## config.mk

```make
export PLATFORM = sky130hd
export DESIGN_NAME = stream_fanout_demux
export DESIGN_NICKNAME = d
export VERILOG_FILES = /design/src/rtl/stream_demux_pkg.sv /design/src/rtl/demux_slot.sv /design/src/rtl/stream_fanout_demux.sv
export SDC_FILE = /design/constraint.sdc
export NUM_CORES = 1
export LEC_CHECK = 0
export CORE_MARGIN = 2
export CORE_UTILIZATION = 35
export CTS_CLUSTER_SIZE = 28
export DETAILED_ROUTE_END_ITERATION = 10
export DONT_BUFFER_PORTS = 1
export GPL_ROUTABILITY_DRIVEN = 1
export SYNTH_ARGS = -nofsm -noshare
export SYNTH_HDL_FRONTEND = slang
export SYNTH_SLANG_ARGS = --single-unit
```

## constraint.sdc

```tcl
create_clock -name clk -period 4.3 [get_ports clk]
set_input_delay 0.86 -clock clk [delete_from_list [all_inputs] [get_ports clk]]
set_output_delay 0.86 -clock clk [all_outputs]
set_load 0.02 [all_outputs]
```

## src/rtl/stream_demux_pkg.sv

```systemverilog
// Shared types and helpers for the stream fan-out demultiplexer.
package stream_demux_pkg;

  typedef enum logic {
    DEMUX_RR   = 1'b0,
    DEMUX_ADDR = 1'b1
  } demux_mode_e;

  // Increment with explicit wrap so non-power-of-2 channel counts work.
  function automatic int unsigned next_ch(input int unsigned idx, input int unsigned n);
    return (idx == n - 1) ? 0 : idx + 1;
  endfunction

endpackage

```

## src/rtl/demux_slot.sv

```systemverilog
// One-entry valid/ready holding register; a drain and a load in the same
// cycle replaces the entry without a bubble.
module demux_slot #(
  parameter int DATA_W = 1
) (
  input  logic              clk,
  input  logic              rst,
  input  logic              i_load,
  input  logic [DATA_W-1:0] i_data,
  input  logic              i_ready,
  output logic              o_valid,
  output logic [DATA_W-1:0] o_data
);

  logic              r_valid;
  logic [DATA_W-1:0] r_data;

  always_ff @(posedge clk) begin
    if (rst) begin
      r_valid <= 1'b0;
      r_data  <= '0;
    end else if (i_load) begin
      r_valid <= 1'b1;
      r_data  <= i_data;
    end else if (i_ready) begin
      r_valid <= 1'b0;
    end
  end

  assign o_valid = r_valid;
  assign o_data  = r_data;

endmodule

```

## src/rtl/stream_fanout_demux.sv

```systemverilog
// Fans one valid/ready stream out to NUM_OUTS one-entry channels, round-robin or addressed.
// Build option STREAM_DEMUX_SKIP_BUSY_EN: round-robin skips busy slots instead of stalling.
module stream_fanout_demux
  import stream_demux_pkg::*;
#(
  parameter  int NUM_OUTS = 8,
  parameter  int DATA_W   = 1,
  localparam int CNT_W    = (NUM_OUTS > 1) ? $clog2(NUM_OUTS) : 1
) (
  input  logic                       clk,
  input  logic                       rst,
  input  demux_mode_e                mode,
  input  logic [CNT_W-1:0]           in_sel,
  input  logic [DATA_W-1:0]          in_data,
  input  logic                       in_valid,
  output logic                       in_ready,
  output logic [NUM_OUTS*DATA_W-1:0] out_data,
  output logic [NUM_OUTS-1:0]        out_valid,
  input  logic [NUM_OUTS-1:0]        out_ready,
  output logic [CNT_W-1:0]           cur_ch,
  output logic                       sel_err
);

  logic [CNT_W-1:0]    r_cur_ch;
  logic                r_sel_err;
  logic [NUM_OUTS-1:0] w_free;
  logic [NUM_OUTS-1:0] w_load;
  logic [NUM_OUTS-1:0] w_vld;
  logic [DATA_W-1:0]   w_dat [NUM_OUTS];
  logic [CNT_W-1:0]    w_tgt;
  logic                w_oob;
  logic                w_rr_rdy;
  logic                w_acc;

  assign w_free = ~w_vld | out_ready;
  assign w_oob  = (mode == DEMUX_ADDR) && ({1'b0, in_sel} >= (CNT_W + 1)'(NUM_OUTS));

  always_comb begin
    logic [CNT_W-1:0] c;
    logic             hit;
    w_tgt    = r_cur_ch;
    w_rr_rdy = w_free[r_cur_ch];
    c        = r_cur_ch;
    hit      = w_free[r_cur_ch];
`ifdef STREAM_DEMUX_SKIP_BUSY_EN
    // Rotating search starting just past the pointer for the first free slot.
    for (int i = 1; i < NUM_OUTS; i++) begin
      c = CNT_W'(next_ch(int'(c), NUM_OUTS));
      if (!hit && w_free[c]) begin
        w_tgt = c;
        hit   = 1'b1;
      end
    end
    w_rr_rdy = |w_free;
`endif
    if (mode == DEMUX_ADDR) w_tgt = in_sel;
  end

  assign in_ready = (mode == DEMUX_ADDR) ? (w_oob | w_free[in_sel]) : w_rr_rdy;
  assign w_acc    = in_valid & in_ready;

  always_ff @(posedge clk) begin
    if (rst) begin
      r_cur_ch  <= '0;
      r_sel_err <= 1'b0;
    end else begin
      r_sel_err <= w_acc & w_oob;
      if (w_acc && mode == DEMUX_RR) r_cur_ch <= CNT_W'(next_ch(int'(w_tgt), NUM_OUTS));
    end
  end

  for (genvar k = 0; k < NUM_OUTS; k++) begin : g_slot
    assign w_load[k] = w_acc & ~w_oob & (w_tgt == CNT_W'(k));

    demux_slot #(.DATA_W(DATA_W)) u_slot (
      .clk     (clk),
      .rst     (rst),
      .i_load  (w_load[k]),
      .i_data  (in_data),
      .i_ready (out_ready[k]),
      .o_valid (w_vld[k]),
      .o_data  (w_dat[k])
    );

    assign out_data[k*DATA_W +: DATA_W] = w_dat[k];
  end

  assign out_valid = w_vld;
  assign cur_ch    = r_cur_ch;
  assign sel_err   = r_sel_err;

endmodule

```

==> key figures, run 1 <==
Clock network
  – CTS tree: yes
  – Number of H-tree levels: 1
  – Library cell used as clock root buffer: sky130_fd_sc_hd__clkbuf_4
  – CTS buffer count: 3
  – Cts hold-fix bufs: 0
  – Max clock buf depth: 2
  – Post-CTS setup buffer count: 0
  – Number of gates given a new drive strength after cts: 0
  – Clock transition at the registers of the reported paths: 0.10 ns
  – Clock Latency Late Sink: 0.29 ns
  – Clock sink count: 19

Layout
  – Area of all placed cells without fillers: 1114 µm²
  – Total inserted antenna cells: 0
  – # nets final: 118
  – Area Growth Syn to Fin: -6.806%
  – End-of-flow core utilization: 0.3364
  – Layout cells sized above 1: 0.2000

Floorplan
  – IO Pins: 37
  – Die Ht: approximately 62 µm
  – Core Area: 3311 µm²
  – # rows: 21
  – Initial Util: 0.3609
  – Horiz. Die Dim: 62.43 µm
  – Die area: 3898 µm²

Detailed routing
  – Post-detailed-route count of antenna-violating nets: 0
  – Average vias per placed instance: 4.965
  – First-pass iteration count of the detailed router: 4
  – Via count of the routed design: 700
  – Post-detailed-route DRC marker count: 0
  – Post-DR wirelength/cell: approximately 15 µm
  – Wire length reported by the detailed router: 2.127 mm
  – Starting DRC count in detailed routing: 24

Synth
  – Count of distinct cell types in the synthesized netlist: 23
  – Top cells by instance count after synthesis: sky130_fd_sc_hd__buf_4, sky130_fd_sc_hd__dfxtp_1, sky130_fd_sc_hd__mux2i_1
  – Cell area after synthesis: 1195 µm²
  – Async set or reset register ratio after synthesis: 0
  – Fraction of synthesized cell area taken by the top area cell type: 0.3183
  – Syn_area_per_cell: 10.57 µm²
  – Synthesized Nets: 135
  – Area contributors post-synth: sky130_fd_sc_hd__dfxtp_1, sky130_fd_sc_hd__buf_4, sky130_fd_sc_hd__mux2i_1
  – Most common flop cell mapped by yosys: sky130_fd_sc_hd__dfxtp_1
  – YS warnings: 0
  – Top cell type by total area after synthesis: sky130_fd_sc_hd__dfxtp_1
  – Seq/Total Area, Yosys: 0.3183
  – Number of storage elements in the synthesis netlist: 19
  – Cell count after synthesis: 113
  – Number of flops mapped to enable cells by yosys: 0

Worst setup path
  – Critical path class: in -> out
  – Crit end category: output port
  – CP Launch Type: input port
  – Worst r2r src: cur_ch[0]$_SDFFE_PP0P_
  – Required time worst endpoint: 3.44 ns
  – Worst path arrival time: 1.96 ns
  – Peak fanout along the critical path: 9
  – Crit. Startpoint: out_ready[2]

Placed design
  – Final Wtd Congestion: 0.8182
  – Pre-CTS setup slack: 1.469 ns
  – Placed cell areas: 1087 µm²
  – Number of buffers inserted by port buffering: 0
  – HPWL after detailed placement: 1.726 mm

STA
  – Slew Viols, Final: 0
  – Highest Clock Rate: 354.7 MHz
  – Unrepaired setup endpoints after global routing: no
  – Final setup TNS: 0 ns
  – Post-route worst hold slack: between 0.5 and 0.6 ns
  – Endpoints failing hold: 0
  – Slew Limit Headroom: 0.6399
  – Setup skew after layout: 0.009940 ns
  – Post-route minimum period: 2.819 ns
  – Total setup violations reported at the end of the flow: 0
  – Share of the clock period used by the worst path after layout: 0.6556
  – Tightest Pin Transition: 0.5384 ns
  – Fin worst setup slack: 1.481 ns

Pwr
  – Power density over cell area: 288.3 nW/µm²
  – Leakage dissipation: between 0.4 and 0.5 nW
  – Largest voltage drop on the vdd net: 0.00006171 V

GRT
  – Leftover overflow at the end of global routing: 0
  – Largest net degree at the start of global routing: 21
  – Global-route wire length before repair: 3.532 mm
  – Via count of the first global-routing pass: 750
  – Total GRT Usage: 0.1126
  – Initial antenna violation count: 0

Run
  – Reported max-cap violation count: 0

Worst hold path
  – Worst Hold Class: reg -> reg
  – Launch point of the worst hold path: g_slot[3].u_slot.o_data$_SDFFE_PP0P_

Status
  – Result of the run: complete, no violations
-- metal layers --
| layer | share of wire | routed length, µm | track usage |
|---|---|---|---|
| met5 | 0 | 0 | 0 |
| met4 | 0 | 0 | 0.06111 |
| met3 | 0.097 | 206 | 0.04324 |
| met2 | 0.52 | 1116 | 0.1895 |
| met1 | 0.38 | 804 | 0.1216 |
-- placed cells by master, fill, tap and decap left out, types with 2 or more instances in the layout --
| cell | netlist | layout |
|---|---|---|
| sky130_fd_sc_hd__nor3_4 | 2 | 2 |
| sky130_fd_sc_hd__ha_1 | 6 | 6 |
| sky130_fd_sc_hd__clkbuf_4 | 1 | 3 |
| sky130_fd_sc_hd__inv_1 | 3 | 3 |
| sky130_fd_sc_hd__mux4_1 | 2 | 2 |
| sky130_fd_sc_hd__mux4_2 | 2 | 2 |
| sky130_fd_sc_hd__nand4_1 | 6 | 6 |
| sky130_fd_sc_hd__nor2_1 | 4 | 4 |
| sky130_fd_sc_hd__or2b_2 | 6 | 6 |
| sky130_fd_sc_hd__a21oi_1 | 8 | 8 |
| sky130_fd_sc_hd__nand3_2 | 2 | 2 |
| sky130_fd_sc_hd__nand2b_1 | 11 | 11 |
| sky130_fd_sc_hd__dfxtp_1 | 19 | 19 |
| sky130_fd_sc_hd__nand2_1 | 2 | 2 |
| sky130_fd_sc_hd__mux2i_1 | 13 | 13 |
-- sequential cells by signal, summed over array words and instances (netlist names) --
name and count:
g_slot.u_slot.o_data 8, cur_ch 3, g_slot.u_slot.o_valid 8
-- layout make-up --
cell class | instances | area, µm²
clock buffer | 4 | 26.28
fill | 345 | 2197
inverter | 3 | 11.26
multi-input combinational | 69 | 638.1
sequential | 19 | 380.4
tap | 46 | 57.56
-- worst max-delay path, cell delays in order --
cell and delay, ns:
sky130_fd_sc_hd__nand2b_1 0.15, sky130_fd_sc_hd__mux4_1 0.57, sky130_fd_sc_hd__nor3_4 0.24, sky130_fd_sc_hd__nor3_4 0.14
-- through the flow --
stage | cells | power (mW)
floorplan | 113 | 0.2428
global placement | 137 | 0.2365
detailed placement | 137 | 0.2374
CTS | 141 | 0.3258
global route | 141 | 0.3393
finish | 141 | 0.3210
-- logic make-up (layout without fill, tap and decap cells) --
family	after synthesis	after routing	synth area share
and+or+nand+nor	36	36	0.2335
DFF	19	19	0.3183
buffers and inverters	25	7	0.1476
AOI/OAI and AO/OA	9	9	0.04398
muxes	17	17	0.1906
adders and majority gates	6	6	0.06283
other	1	1	0.003138
-- worst paths after layout --
kind,to,slack (ns),cells past startpoint
worst max-delay path,in_ready,1.48,4
worst max register to register,g_slot[4].u_slot.o_data$_SDFFE_PP0P_,2.25,5
worst min-delay path,g_slot[3].u_slot.o_data$_SDFFE_PP0P_,0.59,2
worst min register to register,g_slot[3].u_slot.o_data$_SDFFE_PP0P_,0.59,2
-- power breakdown --
group	internal, mW	leakage (nW)	switching [mW]	total [mW]
Clock	0.0360	0.0150	0.0519	0.0880
Sequential	0.182	0.154	0.0139	0.196
Combinational	0.0182	0.262	0.0186	0.0369
Total	0.236	0.432	0.0845	0.321
Note: power is estimated with default switching activity, not from simulation.
==> run 2, diff against run 1 <==
==> constraint.sdc (replaced) <==
create_clock -name clk -period 2.6 [get_ports clk]
set_input_delay 0.52 -clock clk [delete_from_list [all_inputs] [get_ports clk]]
set_output_delay 0.52 -clock clk [all_outputs]
set_load 0.02 [all_outputs]
==> run 2 against run 1 <==
  * Sequential power is 63% higher
  * Sequential share of layout area is 0.45 points lower
  * Routed wire length is 1.5% higher
  * Global-route usage is 0.29 points higher
  * Power is 65% higher
  * Highest routed layer is now met4
==> key figures, run 2 (same netlist as run 1, synthesis figures left out) <==
Pwr
  – Power density over cell area: about 470 nW/µm²
  – Switching fraction of total power: 0.2576
  – Clock network fraction of design power: 0.266
  – Relative contribution of sequential cells to total power: 0.603
  – Internal: between 0.3 and 0.4 mW
  – Post-route total power: 0.5305 mW
  – Net load switching power: 0.1366 mW
  – Combinational group share of total power: 0.131
  – Largest voltage drop on the vdd net: 0.0001083 V
  – Leakage dissipation: 0.4421 nW

Worst setup path
  – Peak fanout along the critical path: 9
  – Setup crit end: in_ready
  – Critical path class: reg -> out
  – Crit end category: output port
  – Required time worst endpoint: 2.08 ns
  – Worst path arrival time: 1.84 ns
  – R2R Setup Slk: 0.56 ns
  – Number of cells traversed by the worst register-to-register path: 6
  – CP Launch Type: register
  – Destination of the worst register-to-register timing path: g_slot[4].u_slot.o_data$_SDFFE_PP0P_
  – Crit. Startpoint: g_slot[2].u_slot.o_valid$_SDFFE_PP0P_
  – Worst r2r src: g_slot[2].u_slot.o_valid$_SDFFE_PP0P_

STA
  – Slew Viols, Final: 0
  – Unrepaired setup endpoints after global routing: no
  – Setup skew after layout: slightly below 0.007 ns
  – Post-route minimum period: 2.361 ns
  – Fin worst setup slack: 0.2392 ns
  – Tightest Pin Transition: 0.5590 ns
  – Slew Limit Headroom: 0.6262
  – Final setup TNS: 0 ns
  – Highest Clock Rate: ~420 MHz
  – Endpoints failing hold: 0
  – Total setup violations reported at the end of the flow: 0
  – Share of the clock period used by the worst path after layout: 0.9080

Layout
  – Commonest cells after routing, fill and taps aside: sky130_fd_sc_hd__dfxtp_1, sky130_fd_sc_hd__mux2i_1, sky130_fd_sc_hd__nand2b_1
  – End-of-flow core utilization: 0.3409
  – Layout cells sized above 1: 0.2165
  – # nets final: 120
  – Area Growth Syn to Fin: -5.550%
  – Total inserted antenna cells: 0
  – Number of cells in the finished layout apart from fillers: approximately 140
  – Most frequent standard cell in the layout excluding fill and tap cells: sky130_fd_sc_hd__dfxtp_1

Placed design
  – Number of buffers inserted by port buffering: 0
  – Pre-CTS setup slack: around 0.44 ns
  – HPWL after detailed placement: 1.771 mm
  – Final Wtd Congestion: 0.8219
  – Total placed cells including tap cells: 139

Clock network
  – Number of gates given a new drive strength after cts: 0
  – Number of H-tree levels: 1
  – CTS tree: yes
  – Clock transition at the registers of the reported paths: 0.10 ns
  – Max clock buf depth: 2
  – Cts hold-fix bufs: 0
  – Clock Latency Late Sink: between 0.2 and 0.3 ns
  – Post-CTS setup buffer count: 0
  – Library cell used as clock root buffer: sky130_fd_sc_hd__clkbuf_4
  – CTS buffer count: 3
  – Clock sink count: 19

GRT
  – Initial antenna violation count: 0
  – Global-route wire length before repair: 3.532 mm
  – Via count of the first global-routing pass: 721
  – Total GRT Usage: 0.1155
  – Leftover overflow at the end of global routing: 0
  – Largest net degree at the start of global routing: 21

Floorplan
  – Initial Util: 0.3609
  – Horiz. Die Dim: 62.43 µm
  – # rows: 21
  – Core Area: roughly 3300 µm²
  – IO Pins: 37
  – Die area: 3898 µm²
  – Die Ht: 62.43 µm

Detailed routing
  – Average vias per placed instance: between 4 and 5
  – Post-detailed-route DRC marker count: 0
  – Starting DRC count in detailed routing: 38
  – Via count of the routed design: 698
  – Post-DR wirelength/cell: around 15 µm
  – First-pass iteration count of the detailed router: 4
  – Wire length reported by the detailed router: 2.159 mm
  – Post-detailed-route count of antenna-violating nets: 0

Status
  – Result of the run: complete, no violations

Run
  – Reported max-cap violation count: 0

Worst hold path
  – Worst Hold Class: in -> reg
## run 2: worst min-delay path by stage
stage | start | endpoint | slack (ns) | cells past startpoint
2_1_floorplan | g_slot[3].u_slot.o_data$_SDFFE_PP0P_ | g_slot[3].u_slot.o_data$_SDFFE_PP0P_ | 0.45 | 2
3_3_place_gp | g_slot[3].u_slot.o_data$_SDFFE_PP0P_ | g_slot[3].u_slot.o_data$_SDFFE_PP0P_ | 0.57 | 2
3_5_place_dp | g_slot[3].u_slot.o_data$_SDFFE_PP0P_ | g_slot[3].u_slot.o_data$_SDFFE_PP0P_ | 0.57 | 2
4_1_cts | rst | g_slot[2].u_slot.o_valid$_SDFFE_PP0P_ | 0.27 | 1
5_1_grt | rst | g_slot[3].u_slot.o_valid$_SDFFE_PP0P_ | 0.27 | 1
6_report | rst | g_slot[2].u_slot.o_valid$_SDFFE_PP0P_ | 0.29 | 1
## run 2: layout make-up
class | count | area, µm²
Timing Repair Buffer | 2 | 15.01
Tap cell | 46 | 57.56
Multi-Input combinational cell | 69 | 638.1
Sequential cell | 19 | 380.4
Inverter | 3 | 11.26
Clock buffer | 4 | 26.28
Fill cell | 353 | 2182
## run 2: power by group through the flow
| stage | logic (mW) | registers, mW | clock network (mW) |
|---|---|---|---|
| 4_1_cts | 0.0695 | 0.320 | 0.153 |
| 3_5_place_dp | 0.0691 | 0.327 | 0 |
| 3_3_place_gp | 0.0676 | 0.327 | 0 |
| 6_report | 0.0694 | 0.320 | 0.141 |
| 5_1_grt | 0.0757 | 0.322 | 0.160 |
| 2_1_floorplan | 0.0832 | 0.318 | 0 |
## run 2: critical path, stage by stage (launching register included)
cell                       delay (ns)
sky130_fd_sc_hd__dfxtp_1         0.46
sky130_fd_sc_hd__nand2b_1        0.13
sky130_fd_sc_hd__mux4_1          0.57
sky130_fd_sc_hd__nor3_4          0.24
sky130_fd_sc_hd__nor3_4          0.15
## run 2: metrics by stage
stage	hold slack, ns	cell area, µm²
after floorplan	0.4521	1195
after global routing	0.2671	1129
after detailed placement	0.5685	1102
after global placement	0.5706	1102
final	0.2880	1129
after CTS	0.2693	1129
## run 2: metal layers
metal / vias up / share of wire / global-route usage
li1: 343 / - / -
met1: 332 / 0.40 / 0.1267
met2: 21 / 0.50 / 0.1922
met3: 2 / 0.089 / 0.04144
met4: 0 / 0.0069 / 0.06667
met5: - / 0 / 0
